===== src/rtl/exception_ctrl.sv =====
// exception_ctrl: synchronises external interrupt lines, resolves the
// highest-priority exception on the memory-stage instruction, commits it to
// CP0 as a one-cycle pulse, flushes the pipeline for FLUSH_CYCLES cycles and
// then hands a redirect PC to fetch over a valid/ready handshake.
// Optional feature macro: EXC_TRAP_EN (trap condition participates as Tr 0x0D).
module exception_ctrl #(
    parameter int unsigned NUM_HW_INT   = 6,
    parameter int unsigned SYNC_STAGES  = 2,
    parameter int unsigned FLUSH_CYCLES = 2,
    parameter logic [31:0] EXC_VECTOR   = 32'hBFC0_0380
) (
    input  logic                  clk,
    input  logic                  rst,
    input  logic [NUM_HW_INT-1:0] hw_int_i,
    output logic [NUM_HW_INT-1:0] hw_int_sync_o,
    input  logic                  mem_valid_i,
    input  logic [31:0]           mem_pc_i,
    input  logic                  mem_in_ds_i,
    input  logic [7:0]            mem_except_i,
    input  logic                  mem_adel_i,
    input  logic                  mem_ades_i,
    input  logic                  mem_trap_i,
    input  logic [31:0]           mem_badvaddr_i,
    input  logic [31:0]           cp0_status_i,
    input  logic [31:0]           cp0_cause_i,
    input  logic [31:0]           cp0_epc_i,
    output logic                  exc_commit_o,
    output logic [4:0]            exc_code_o,
    output logic [31:0]           exc_epc_o,
    output logic                  exc_bd_o,
    output logic [31:0]           exc_badvaddr_o,
    output logic                  exc_is_eret_o,
    output logic                  flush_o,
    output logic                  redirect_valid_o,
    input  logic                  redirect_ready_i,
    output logic [31:0]           redirect_pc_o,
    output logic                  busy_o
);

    typedef enum logic [1:0] {
        ST_IDLE     = 2'd0,
        ST_FLUSH    = 2'd1,
        ST_REDIRECT = 2'd2
    } state_t;

    localparam logic [3:0] CNT_LAST = 4'(FLUSH_CYCLES - 1);

    state_t                state_r;
    logic [3:0]            cnt_r;
    logic [NUM_HW_INT-1:0] sync_r [SYNC_STAGES];

    logic        int_req_s;
    logic        trap_s;
    logic        exc_hit_s;
    logic [4:0]  exc_code_s;
    logic        exc_eret_s;
    logic [31:0] exc_badv_s;
    logic [31:0] exc_epc_s;
    logic [31:0] redir_pc_s;
    logic        unused_s;

    // Only the IP/IM byte, EXL, IE and selected except bits are architecturally used.
    assign unused_s = ^{mem_trap_i, mem_except_i[1:0], cp0_status_i[31:16],
                        cp0_status_i[7:2], cp0_cause_i[31:16], cp0_cause_i[7:0]};

`ifdef EXC_TRAP_EN
    assign trap_s = mem_trap_i;
`else
    assign trap_s = 1'b0;
`endif

    // An interrupt is taken only if unmasked, not already in exception level, and globally enabled.
    assign int_req_s  = (|(cp0_cause_i[15:8] & cp0_status_i[15:8])) & ~cp0_status_i[1] & cp0_status_i[0];
    assign exc_epc_s  = mem_in_ds_i ? (mem_pc_i - 32'd4) : mem_pc_i;
    assign redir_pc_s = exc_eret_s ? cp0_epc_i : EXC_VECTOR;
    assign hw_int_sync_o = sync_r[SYNC_STAGES-1];

    // Multi-flop synchroniser chain for the asynchronous interrupt lines.
    always_ff @(posedge clk or negedge rst) begin
        if (!rst) begin
            for (int i = 0; i < SYNC_STAGES; i++) begin
                sync_r[i] <= {NUM_HW_INT{1'b0}};
            end
        end else begin
            sync_r[0] <= hw_int_i;
            for (int i = 1; i < SYNC_STAGES; i++) begin
                sync_r[i] <= sync_r[i-1];
            end
        end
    end

    // Fixed-priority resolution of the memory-stage exception sources.
    always_comb begin
        exc_hit_s  = 1'b1;
        exc_code_s = 5'h00;
        exc_eret_s = 1'b0;
        exc_badv_s = 32'h0000_0000;
        if (!mem_valid_i) begin
            exc_hit_s = 1'b0;
        end else if (int_req_s) begin
            exc_code_s = 5'h00;
        end else if (mem_except_i[7]) begin
            exc_code_s = 5'h04;
            exc_badv_s = mem_pc_i;
        end else if (mem_adel_i) begin
            exc_code_s = 5'h04;
            exc_badv_s = mem_badvaddr_i;
        end else if (mem_ades_i) begin
            exc_code_s = 5'h05;
            exc_badv_s = mem_badvaddr_i;
        end else if (mem_except_i[6]) begin
            exc_code_s = 5'h08;
        end else if (mem_except_i[5]) begin
            exc_code_s = 5'h09;
        end else if (mem_except_i[4]) begin
            exc_eret_s = 1'b1;
        end else if (mem_except_i[3]) begin
            exc_code_s = 5'h0A;
        end else if (mem_except_i[2]) begin
            exc_code_s = 5'h0C;
        end else if (trap_s) begin
            exc_code_s = 5'h0D;
        end else begin
            exc_hit_s = 1'b0;
        end
    end

    // Control FSM: capture on detection, flush for a fixed time, then hold the redirect until accepted.
    always_ff @(posedge clk or negedge rst) begin
        if (!rst) begin
            state_r          <= ST_IDLE;
            cnt_r            <= 4'd0;
            exc_commit_o     <= 1'b0;
            exc_code_o       <= 5'h00;
            exc_epc_o        <= 32'h0000_0000;
            exc_bd_o         <= 1'b0;
            exc_badvaddr_o   <= 32'h0000_0000;
            exc_is_eret_o    <= 1'b0;
            flush_o          <= 1'b0;
            busy_o           <= 1'b0;
            redirect_valid_o <= 1'b0;
            redirect_pc_o    <= 32'h0000_0000;
        end else begin
            exc_commit_o <= 1'b0;
            case (state_r)
                ST_IDLE: begin
                    if (exc_hit_s) begin
                        state_r        <= ST_FLUSH;
                        cnt_r          <= 4'd0;
                        exc_commit_o   <= 1'b1;
                        exc_code_o     <= exc_code_s;
                        exc_epc_o      <= exc_epc_s;
                        exc_bd_o       <= mem_in_ds_i;
                        exc_badvaddr_o <= exc_badv_s;
                        exc_is_eret_o  <= exc_eret_s;
                        redirect_pc_o  <= redir_pc_s;
                        flush_o        <= 1'b1;
                        busy_o         <= 1'b1;
                    end
                end
                ST_FLUSH: begin
                    if (cnt_r == CNT_LAST) begin
                        state_r          <= ST_REDIRECT;
                        cnt_r            <= 4'd0;
                        redirect_valid_o <= 1'b1;
                    end else begin
                        cnt_r <= cnt_r + 4'd1;
                    end
                end
                ST_REDIRECT: begin
                    if (redirect_ready_i) begin
                        state_r          <= ST_IDLE;
                        redirect_valid_o <= 1'b0;
                        flush_o          <= 1'b0;
                        busy_o           <= 1'b0;
                    end
                end
                default: begin
                    state_r          <= ST_IDLE;
                    cnt_r            <= 4'd0;
                    redirect_valid_o <= 1'b0;
                    flush_o          <= 1'b0;
                    busy_o           <= 1'b0;
                end
            endcase
        end
    end

endmodule


===== config.mk =====
export PLATFORM = sky130hd
export DESIGN_NAME = exception_ctrl
export DESIGN_NICKNAME = d
export VERILOG_FILES = /design/src/rtl/exception_ctrl.sv
export SDC_FILE = /design/constraint.sdc
export NUM_CORES = 1
export LEC_CHECK = 0
export ABC_AREA = 0
export BUFFER_PORTS_ARGS = -buffer_cell sky130_fd_sc_hd__buf_2
export CAP_MARGIN = 20
export CORE_MARGIN = 2
export CORE_UTILIZATION = 29
export CTS_CLUSTER_DIAMETER = 200
export CTS_CLUSTER_SIZE = 16
export DETAILED_ROUTE_END_ITERATION = 8
export PLACE_DENSITY_LB_ADDON = 0.08
export SLEW_MARGIN = 15
export SYNTH_ARGS = -nofsm -noshare
export SYNTH_HDL_FRONTEND = slang
export SYNTH_SLANG_ARGS = --single-unit
export TNS_END_PERCENT = 30

===== constraint.sdc =====
create_clock -name clk -period 1.85 [get_ports clk]
set_input_delay 0.185 -clock clk [delete_from_list [all_inputs] [get_ports clk]]
set_output_delay 0.185 -clock clk [all_outputs]
set_load 0.03 [all_outputs]

==> results of run 1 <==
## synth_stat cells (2+ instances only)
library cell and number:
a21oi_1 3, a22o_1 20, a22oi_1 4, a32o_1 2, buf_1 2, buf_2 11
buf_4 8, buf_6 2, clkbuf_1 16, dfrtp_1 123, ha_1 3, inv_1 5
mux2i_1 32, nand2_1 89, nand2b_1 2, nand3b_1 4, nor2_1 13, nor2b_1 2
nor3_1 9, nor4_1 8, nor4_2 7, o21ai_0 4, o21ai_1 59, o21ai_2 6
o22a_1 12, o31ai_1 2, o41ai_1 2, or2_2 3, or3_1 6, or4_4 2
xnor2_1 26, xor2_1 4
## power breakdown
part	total, W	internal [W]	leakage [nW]	switching, W
sequential	0.00390	0.00347	1.52	0.000426
combinational	0.00445	0.00143	2.31	0.00302
clock	0.00393	0.00267	0.335	0.00126
total	0.0123	0.00758	4.16	0.00471
## kinds of logic after synthesis
group,count (synthesis),share of synthesized area
AOI/OAI and AO/OA,117,0.140
xor gates and xnor gates,30,0.0475
adders and majority gates,3,0.00679
buffers and inverters,45,0.0412
DFF,123,0.557
muxes,32,0.0579
other,1,0.000678
and+or+nand+nor,158,0.149
## stage by stage
stage                     instances  hold WS (ns)  utilization
after floorplan                 509        -0.111            -
final                          1072        0.0113        0.451
after global placement         1001         0.196        0.393
after detailed placement       1001         0.205        0.393
after CTS                      1072       0.00325        0.451
after global routing           1072       0.00816        0.451
## worst reg2reg max path: stages, from the launching register on
cell and delay (ns):
dfrtp_1 0.38, nor2b_1 0.19, nor2b_4 0.21, o31ai_4 0.09
buf_4 0.17, buf_4 0.24, o41ai_1 0.35
## per-layer routing
metal,up-vias,GRT usage,part of all wire
met4,0,0.0647,0.018
met3,19,0.0495,0.064
met5,-,0,0
met2,159,0.296,0.49
met1,2386,0.211,0.43
li1,2424,-,-
## registers in the layout, summed over array words and instances, names as in the netlist
register	count
busy_o	1
redirect_pc_o	32
hw_int_sync_o	6
state_r	2
exc_epc_o	32
redirect_valid_o	1
exc_commit_o	1
exc_bd_o	1
exc_badvaddr_o	32
exc_is_eret_o	1
sync_r	6
exc_code_o	4
cnt_r	4
## timing repair
action,4_1_cts,5_1_grt
hold buffers,39,0
gates resized for setup,0,2
setup endpoints to repair,0,20
endpoints found under the hold margin,91,0
## placed cells by master, fill, tap and decap left out, types with 17 or more instances in the layout
master	instances
clkbuf_16	17
dfrtp_1	123
buf_2	243
dlygate4sd3_1	39
xnor2_1	26
o21ai_1	59
mux2i_1	32
nand2_1	89
a22o_1	20
buf_4	47
## how the worst max path moves through the flow
stage                           startpoint                         to  cells after the start
finish              state_r[1]$_DFFE_PN0P_  exc_code_o[3]$_DFFE_PN0P_                      6
global route        state_r[1]$_DFFE_PN0P_  exc_code_o[3]$_DFFE_PN0P_                      6
floorplan                      mem_pc_i[9]  exc_epc_o[14]$_DFFE_PN0P_                      6
detailed placement             mem_pc_i[9]  exc_epc_o[31]$_DFFE_PN0P_                      7
global placement               mem_pc_i[9]  exc_epc_o[21]$_DFFE_PN0P_                      7
CTS                 state_r[1]$_DFFE_PN0P_  exc_code_o[3]$_DFFE_PN0P_                      6
## layout make-up
| cell class | instances | area share |
|---|---|---|
| flip-flops and latches | 123 | 0.365 |
| clock inverters | 14 | 0.0316 |
| well taps | 234 | 0.0347 |
| repair buffers | 336 | 0.248 |
| multi-input cells | 341 | 0.268 |
| clock buffers | 18 | 0.0509 |
| inverters | 6 | 0.00267 |
==> impl_metrics.env, run 1 <==
export IMPL_gp_congestion=0.816
export IMPL_placement_setup_worst_slack_ns=-0.276
export IMPL_first_pass_iters=6
export IMPL_clock_sinks=123
export IMPL_synth_lib_cells_used_distinct=50
export IMPL_yosys_area_top_type="dfrtp_1"
export IMPL_syn_area_sq_um=5530
export IMPL_post_synth_net_total=694
export IMPL_timing_hold_worst_start="cp0_epc_i[11]"
export IMPL_cpLargestDelayFamily="compound AO/OA/AOI/OAI gates"
export IMPL_synth_largest_type_area_fraction=0.557
export IMPL_final_antenna_net_count=0
export IMPL_worstHoldEndpoint="redirect_pc_o[11]$_DFFE_PN0P_"
export IMPL_overflow=0
export IMPL_critical_path_reg2reg_endpoint="exc_code_o[3]$_DFFE_PN0P_"
export IMPL_clock_root_buffer="clkbuf_16"
export IMPL_number_of_antenna_violations_at_the_first_check_in_global_routing=0
export IMPL_final_min_period_over_clock_period=0.933
export IMPL_path_max_fanout=30
export IMPL_setup_violations=0
export IMPL_synth_sequential_area_ratio=0.557
export IMPL_p_leak_nw=4.16
export IMPL_slew_limit_headroom=0.548
export IMPL_cts_buffers=17
export IMPL_avgSynthCellArea_sq_um=10.9
export IMPL_cts_buffer_depth=2
export IMPL_timing_rr_start="state_r[1]$_DFFE_PN0P_"
export IMPL_crit_path_max_incr_delay_ns=0.38
export IMPL_synth_main_ff_cell="dfrtp_1"
export IMPL_post_route_cells_drive_above_1_share=0.420
export IMPL_timing_max_transition_violations_final=0
export IMPL_timing_fmax_mhz=579
export IMPL_place_port_buffers=244
export IMPL_synth_area_leaders="dfrtp_1 (56%), nand2_1 (6.0%), mux2i_1 (5.8%)"
export IMPL_antenna_cells=0
export IMPL_flop2flop_setup_slack_ns=0.12
export IMPL_fill_cells=1818
export IMPL_num_io_pins=295
export IMPL_share_of_flip_flops_with_an_asynchronous_set_or_reset_after_synthesis=1.00
export IMPL_clkSlewWorstSetupHoldPaths_ns=0.06
export IMPL_finish_net_count=1010
export IMPL_power_density_nw_per_um2=1460
export IMPL_cts_htree_levels=4
export IMPL_per_cell_via_count_in_the_routed_design=4.65
export IMPL_worst_path_class_setup="reg2reg"
export IMPL_postCtsSetupRepairBufs=0
export IMPL_postSynthCellCount=509
export IMPL_rsz_0062_raised_after_global_routing="no"
export IMPL_placement_rows=50
export IMPL_critPathArrivalTime_ns=2.03
export IMPL_synth_enable_flop_cells=0
export IMPL_global_route_wire_length_before_repair_um=27400
export IMPL_hold_depth=2
export IMPL_area_growth_synth_to_final_pct=52.6
export IMPL_die_h_um=142
export IMPL_tritoncts="yes"
export IMPL_synth_ff_latch_count=123
export IMPL_floorplan_die_area_sq_um=20200
export IMPL_power_ir_vdd_worst_v=0.000797
export IMPL_timing_hold_violations_final=0
export IMPL_path_cells="nor2b_1, nor2b_4, o31ai_4, buf_4, buf_4, o41ai_1"
export IMPL_period_minus_slack_ns=1.73
export IMPL_finalClockSkew_ns=0.00505
export IMPL_worst_hold_path_type="in2reg"
export IMPL_clkLatencyLatePin_ns=0.42
export IMPL_worst_r2r_cell_count=6
export IMPL_run_status="completed"
export IMPL_placed_instance_area_sq_um=7340
export IMPL_start_util=0.296
export IMPL_grt_pass1_vias=5278
export IMPL_wire_per_inst_um=15.8
export IMPL_critical_path_top_delay_cell="dfrtp_1"
export IMPL_critPathCaptureType="register"
export IMPL_grt_start_max_net_pins=57
export IMPL_die_x_um=142
export IMPL_layout_area_seq_sq_um=3080
export IMPL_cp_buffers_inverters=2
export IMPL_grt_util_all_layers=0.175
export IMPL_yosys_warnings=0
export IMPL_placeableCoreArea_sq_um=18700
export IMPL_detailed_placer_s_ending_hpwl_um=12500
export IMPL_timing_setup_tns_ns=0
export IMPL_vias=4988
export IMPL_timing_critical_path_mode_cell="buf_4"
export IMPL_critPathLaunchType="register"
export IMPL_worst_endpoint_required_ns=2.16
export IMPL_power_total_w=0.0123
export IMPL_tightestPinTransition_ns=0.670
export IMPL_post_route_drc_count=0
export IMPL_wirelength_um=16900
export IMPL_maxCapViolCount=0
export IMPL_dr_first_iter_drc_count=233
export IMPL_multiInputGateArea_sq_um=2260
export IMPL_cell_area_after_layout_sq_um=8440
export IMPL_post_route_worst_setup_slack_ns=0.124
No activity file was read; power rests on OpenSTA's default activity.
==> run 2, diff against run 1 <==
--- a/config.mk
+++ b/config.mk
@@ -10,6 +10,7 @@
 export CAP_MARGIN = 20
 export CORE_MARGIN = 2
 export CORE_UTILIZATION = 29
+export CTS_BUF_LIST = sky130_fd_sc_hd__clkbuf_4 sky130_fd_sc_hd__clkbuf_8 sky130_fd_sc_hd__clkbuf_16
 export CTS_CLUSTER_DIAMETER = 200
 export CTS_CLUSTER_SIZE = 16
 export DETAILED_ROUTE_END_ITERATION = 8
==> impl_metrics.env, run 2 (synthesis gave the netlist of run 1 again) <==
export IMPL_gp_congestion=0.816
export IMPL_internal_power_w=0.00759
export IMPL_critical_path_reg2reg_endpoint="exc_code_o[3]$_DFFE_PN0P_"
export IMPL_num_io_pins=295
export IMPL_final_instance_count_excl_fill=1072
export IMPL_place_port_buffers=244
export IMPL_per_cell_via_count_in_the_routed_design=4.65
export IMPL_slew_limit_headroom=0.548
export IMPL_post_route_drc_count=0
export IMPL_placeableCoreArea_sq_um=18700
export IMPL_critical_path_top_delay_cell="dfrtp_1"
export IMPL_die_x_um=142
export IMPL_final_min_period_over_clock_period=0.933
export IMPL_start_util=0.296
export IMPL_power_density_nw_per_um2=1460
export IMPL_cpLargestDelayFamily="compound AO/OA/AOI/OAI gates"
export IMPL_placed_cells_incl_taps=1001
export IMPL_path_cells="nor2b_1, nor2b_4, o31ai_4, buf_4, buf_4, o41ai_1"
export IMPL_worst_path_class_setup="reg2reg"
export IMPL_clock_power_share=0.321
export IMPL_final_core_utilization=0.451
export IMPL_clock_root_buffer="clkbuf_16"
export IMPL_floorplan_die_area_sq_um=20200
export IMPL_worst_hold_path_type="in2reg"
export IMPL_tightestPinTransition_ns=0.670
export IMPL_wire_per_inst_um=15.8
export IMPL_run_status="completed"
export IMPL_critPathCaptureType="register"
export IMPL_period_minus_slack_ns=1.73
export IMPL_p_leak_nw=4.17
export IMPL_worst_r2r_cell_count=6
export IMPL_clkSlewWorstSetupHoldPaths_ns=0.06
export IMPL_antenna_cells=0
export IMPL_grt_start_max_net_pins=57
export IMPL_cts_buffer_depth=2
export IMPL_crit_cells=6
export IMPL_grt_pass1_vias=5278
export IMPL_vias=4988
export IMPL_cp_buffers_inverters=2
export IMPL_most_common_library_cell_in_the_layout_ignoring_fill_and_taps="buf_2"
export IMPL_first_pass_iters=6
export IMPL_timing_fmax_mhz=579
export IMPL_detailed_placer_s_ending_hpwl_um=12500
export IMPL_whs_ns=0.0113
export IMPL_tritoncts="yes"
export IMPL_timing_setup_tns_ns=0
export IMPL_placement_rows=50
export IMPL_overflow=0
export IMPL_clock_sinks=123
export IMPL_area_growth_synth_to_final_pct=52.7
export IMPL_critPathArrivalTime_ns=2.03
export IMPL_worst_endpoint_required_ns=2.16
export IMPL_rsz_0062_raised_after_global_routing="no"
export IMPL_seqPwrFrac=0.317
export IMPL_critPathLaunchType="register"
export IMPL_finish_net_count=1010
export IMPL_final_antenna_net_count=0
export IMPL_die_h_um=142
export IMPL_global_route_wire_length_before_repair_um=27400
export IMPL_flop2flop_setup_slack_ns=0.12
export IMPL_path_max_fanout=30
export IMPL_clkLatencyLatePin_ns=0.42
export IMPL_timing_hold_violations_final=0
export IMPL_cts_htree_levels=4
export IMPL_fill_cells=1816
export IMPL_post_route_cells_drive_above_1_share=0.421
export IMPL_timing_rr_start="state_r[1]$_DFFE_PN0P_"
export IMPL_timing_critical_path_mode_cell="buf_4"
export IMPL_cts_buffers=17
export IMPL_power_switching_w=0.00471
export IMPL_highest_count_cells_in_the_layout_ignoring_fill_and_taps="buf_2 (243), dfrtp_1 (123), nand2_1 (89)"
export IMPL_number_of_antenna_violations_at_the_first_check_in_global_routing=0
export IMPL_dr_first_iter_drc_count=233
export IMPL_finalClockSkew_ns=0.00505
export IMPL_crit_end="exc_code_o[3]$_DFFE_PN0P_"
export IMPL_top_flop_regs="exc_badvaddr_o x32, exc_epc_o x32, redirect_pc_o x32"
export IMPL_setup_violations=0
export IMPL_wirelength_um=16900
export IMPL_power_ir_vdd_worst_v=0.000797
export IMPL_maxCapViolCount=0
export IMPL_critPathLaunch="state_r[1]$_DFFE_PN0P_"
export IMPL_power_total_w=0.0123
export IMPL_postCtsSetupRepairBufs=0
export IMPL_timing_max_transition_violations_final=0
export IMPL_comb_power_share=0.362
export IMPL_power_switching_share=0.383
export IMPL_crit_path_max_incr_delay_ns=0.38
export IMPL_grt_util_all_layers=0.175
-- run 2: cell types whose count changed in the layout (fill, tap and decap cells not counted) --
cell / previous run / this run
clkbuf_1: 1 / 0
clkbuf_4: 0 / 1
-- run 2: layer usage --
layer  global-route usage  wire, um  up-vias
li1                     -         -     2424
met1                0.211      7240     2386
met2                0.296      8290      159
met3               0.0495      1080       19
met4               0.0647       310        0
met5                    0         0        -
-- run 2: final cells by class --
type / count / area, sq um / share of cell area
multi-input combinational: 341 / 2260 / 0.267
clock buffer: 18 / 433 / 0.0513
inverter: 6 / 22.5 / 0.00267
clock inverter: 14 / 267 / 0.0316
sequential: 123 / 3080 / 0.365
timing repair buffer: 336 / 2090 / 0.248
tap: 234 / 293 / 0.0347
-- run 2: repair_timing --
action,in CTS,in global routing
hold buffers,39,0
endpoints found under the setup margin,0,20
endpoints found under the hold margin,91,0
gates resized for setup,0,2
-- run 2: how the worst min path moves through the flow --
stage                       start                            end  cells after the start
floorplan                     rst             busy_o$_DFFE_PN0P_                      0
global placement              rst      exc_code_o[0]$_DFFE_PN0P_                      1
detailed placement            rst      exc_code_o[0]$_DFFE_PN0P_                      1
CTS                 cp0_epc_i[11]  redirect_pc_o[11]$_DFFE_PN0P_                      2
global route        cp0_epc_i[11]  redirect_pc_o[11]$_DFFE_PN0P_                      2
finish              cp0_epc_i[11]  redirect_pc_o[11]$_DFFE_PN0P_                      2
-- run 2: metrics by stage --
step	area, sq um	setup WS, ns
floorplan	5550	-0.141
global placement	7340	-0.222
detailed placement	7340	-0.276
CTS	8430	0.0000475
global route	8440	0.00423
finish	8440	0.124
-- run 2: power groups by stage --
stage | clock, W | sequential (W) | combinational, W
floorplan | 0 | 0.00533 | 0.00137
global placement | 0 | 0.00392 | 0.00440
detailed placement | 0 | 0.00393 | 0.00447
CTS | 0.00406 | 0.00390 | 0.00453
global route | 0.00418 | 0.00400 | 0.00487
finish | 0.00395 | 0.00390 | 0.00445
==> run 3, diff against run 2 <==
--- a/config.mk
+++ b/config.mk
@@ -6,7 +6,6 @@
 export NUM_CORES = 1
 export LEC_CHECK = 0
 export ABC_AREA = 0
-export BUFFER_PORTS_ARGS = -buffer_cell sky130_fd_sc_hd__buf_2
 export CAP_MARGIN = 20
 export CORE_MARGIN = 2
 export CORE_UTILIZATION = 29
@@ -14,6 +13,7 @@
 export CTS_CLUSTER_DIAMETER = 200
 export CTS_CLUSTER_SIZE = 16
 export DETAILED_ROUTE_END_ITERATION = 8
+export DONT_BUFFER_PORTS = 1
 export PLACE_DENSITY_LB_ADDON = 0.08
 export SLEW_MARGIN = 15
 export SYNTH_ARGS = -nofsm -noshare
==> impl_metrics.env, run 3 (synthesis gave the netlist of run 1 again) <==
export IMPL_place_port_buffers=0
export IMPL_whs_ns=-0.529
export IMPL_finalClockSkew_ns=0.00748
export IMPL_grt_pass1_vias=4673
export IMPL_cts_buffer_depth=2
export IMPL_comb_power_share=0.187
export IMPL_worst_endpoint_required_ns=2.13
export IMPL_final_antenna_net_count=0
export IMPL_overflow=0
export IMPL_cts_htree_levels=4
export IMPL_power_switching_w=0.00442
export IMPL_critPathArrivalTime_ns=1.95
export IMPL_timing_hold_violations_final=123
export IMPL_clock_power_share=0.319
export IMPL_rsz_0062_raised_after_global_routing="no"
export IMPL_timing_max_transition_violations_final=0
export IMPL_area_growth_synth_to_final_pct=43.2
export IMPL_maxCapViolCount=0
export IMPL_worst_r2r_cell_count=5
export IMPL_path_max_fanout=32
export IMPL_fill_cells=1727
export IMPL_power_switching_share=0.391
export IMPL_detailed_placer_s_ending_hpwl_um=10900
export IMPL_postCtsSetupRepairBufs=0
export IMPL_clock_sinks=123
export IMPL_wirelength_um=16600
export IMPL_power_ir_vdd_worst_v=0.000599
export IMPL_tightestPinTransition_ns=0.582
export IMPL_p_leak_nw=3.41
export IMPL_period_minus_slack_ns=1.67
export IMPL_cell_area_after_layout_sq_um=7920
export IMPL_timing_fmax_mhz=600
export IMPL_placeableCoreArea_sq_um=18700
export IMPL_worst_path_class_setup="reg2reg"
export IMPL_clkLatencyLatePin_ns=0.40
export IMPL_timing_rr_start="state_r[1]$_DFFE_PN0P_"
export IMPL_worst_hold_path_type="in2async"
export IMPL_final_min_period_over_clock_period=0.901
export IMPL_vias=4415
export IMPL_highest_count_cells_in_the_layout_ignoring_fill_and_taps="dlygate4sd3_1 (129), dfrtp_1 (123), nand2_1 (89)"
export IMPL_num_io_pins=295
export IMPL_critPathCaptureType="register"
export IMPL_timing_setup_tns_ns=0
export IMPL_per_cell_via_count_in_the_routed_design=4.93
export IMPL_first_pass_iters=4
export IMPL_placement_rows=50
export IMPL_critPathLaunch="state_r[1]$_DFFE_PN0P_"
export IMPL_floorplan_die_area_sq_um=20200
export IMPL_antenna_cells=0
export IMPL_number_of_antenna_violations_at_the_first_check_in_global_routing=0
export IMPL_clock_root_buffer="clkbuf_16"
export IMPL_grt_util_all_layers=0.167
export IMPL_internal_power_w=0.00687
export IMPL_most_common_library_cell_in_the_layout_ignoring_fill_and_taps="dlygate4sd3_1"
export IMPL_gp_congestion=0.718
export IMPL_clkSlewWorstSetupHoldPaths_ns=0.06
export IMPL_global_route_wire_length_before_repair_um=25900
export IMPL_power_density_nw_per_um2=1430
export IMPL_seqPwrFrac=0.493
export IMPL_post_route_drc_count=0
export IMPL_run_status="complete, but fails checks"
export IMPL_die_x_um=142
export IMPL_dr_first_iter_drc_count=164
export IMPL_cts_buffers=17
export IMPL_slew_limit_headroom=0.612
export IMPL_finish_net_count=834
export IMPL_die_h_um=142
export IMPL_critical_path_reg2reg_endpoint="exc_code_o[3]$_DFFE_PN0P_"
export IMPL_wire_per_inst_um=18.5
export IMPL_start_util=0.296
export IMPL_grt_start_max_net_pins=124
export IMPL_top_flop_regs="exc_badvaddr_o x32, exc_epc_o x32, redirect_pc_o x32"
export IMPL_tritoncts="yes"
export IMPL_post_route_cells_drive_above_1_share=0.133
export IMPL_critPathLaunchType="register"
export IMPL_placed_instance_area_sq_um=5980
export IMPL_crit_end="exc_code_o[3]$_DFFE_PN0P_"
export IMPL_flop2flop_setup_slack_ns=0.18
export IMPL_final_core_utilization=0.423
export IMPL_setup_violations=0
export IMPL_ctsHoldBuffers=129
export IMPL_violations_in_the_final_reports="negative hold slack"
[run 3: repair_timing]
item | 4_1_cts | 5_1_grt
endpoints found under the hold margin | 228 | 123
gates resized for setup | 1 | 1
setup endpoints to repair | 20 | 1
[run 3: layout make-up]
class | count | area (sq um) | share of cell area
Sequential cell | 123 | 3080 | 0.389
Multi-Input combinational cell | 341 | 2250 | 0.285
Timing Repair Buffer | 160 | 1620 | 0.205
Clock buffer | 22 | 482 | 0.0609
Tap cell | 234 | 293 | 0.0370
Clock inverter | 10 | 164 | 0.0207
Inverter | 6 | 22.5 | 0.00284
[run 3: power by group through the flow]
stage / Sequential (W) / Clock (W) / Combinational, W
floorplan: 0.00533 / 0 / 0.00137
global placement: 0.00563 / 0 / 0.00183
detailed placement: 0.00563 / 0 / 0.00188
CTS: 0.00560 / 0.00370 / 0.00213
global route: 0.00568 / 0.00383 / 0.00241
finish: 0.00557 / 0.00361 / 0.00211
[run 3: how the worst min path moves through the flow]
| stage | end | slack, ns | cells after the start |
|---|---|---|---|
| finish | exc_badvaddr_o[7]$_DFFE_PN0P_ | -0.53 | 0 |
| floorplan | busy_o$_DFFE_PN0P_ | -0.11 | 0 |
| CTS | redirect_pc_o[24]$_DFFE_PN0P_ | -0.55 | 0 |
| global route | exc_badvaddr_o[7]$_DFFE_PN0P_ | -0.56 | 0 |
| global placement | exc_code_o[3]$_DFFE_PN0P_ | -0.11 | 0 |
| detailed placement | exc_badvaddr_o[7]$_DFFE_PN0P_ | -0.11 | 0 |
[run 3: critical path, cell delays in order (launching register included)]
cell	delay, ns
dfrtp_1	0.38
nor2b_1	0.19
nor2b_2	0.26
o31ai_4	0.15
buf_12	0.20
o41ai_1	0.37
[run 3: per-layer routing]
| metal | part of all wire | up-vias | global-route usage |
|---|---|---|---|
| li1 | - | 2067 | - |
| met1 | 0.42 | 2165 | 0.200 |
| met2 | 0.49 | 168 | 0.279 |
| met3 | 0.076 | 15 | 0.0589 |
| met4 | 0.017 | 0 | 0.0574 |
| met5 | 0 | - | 0 |
[run 3: metrics by stage]
stage / hold slack, ns / instances / power [W] / setup WS, ns
3_5_place_dp: -0.107 / 735 / 0.00751 / -0.180
3_3_place_gp: -0.108 / 735 / 0.00746 / -0.141
2_1_floorplan: -0.111 / 509 / 0.00670 / -0.141
6_report: -0.529 / 896 / 0.0113 / 0.183
4_1_cts: -0.553 / 896 / 0.0114 / 0.0709
5_1_grt: -0.558 / 896 / 0.0119 / 0.0384
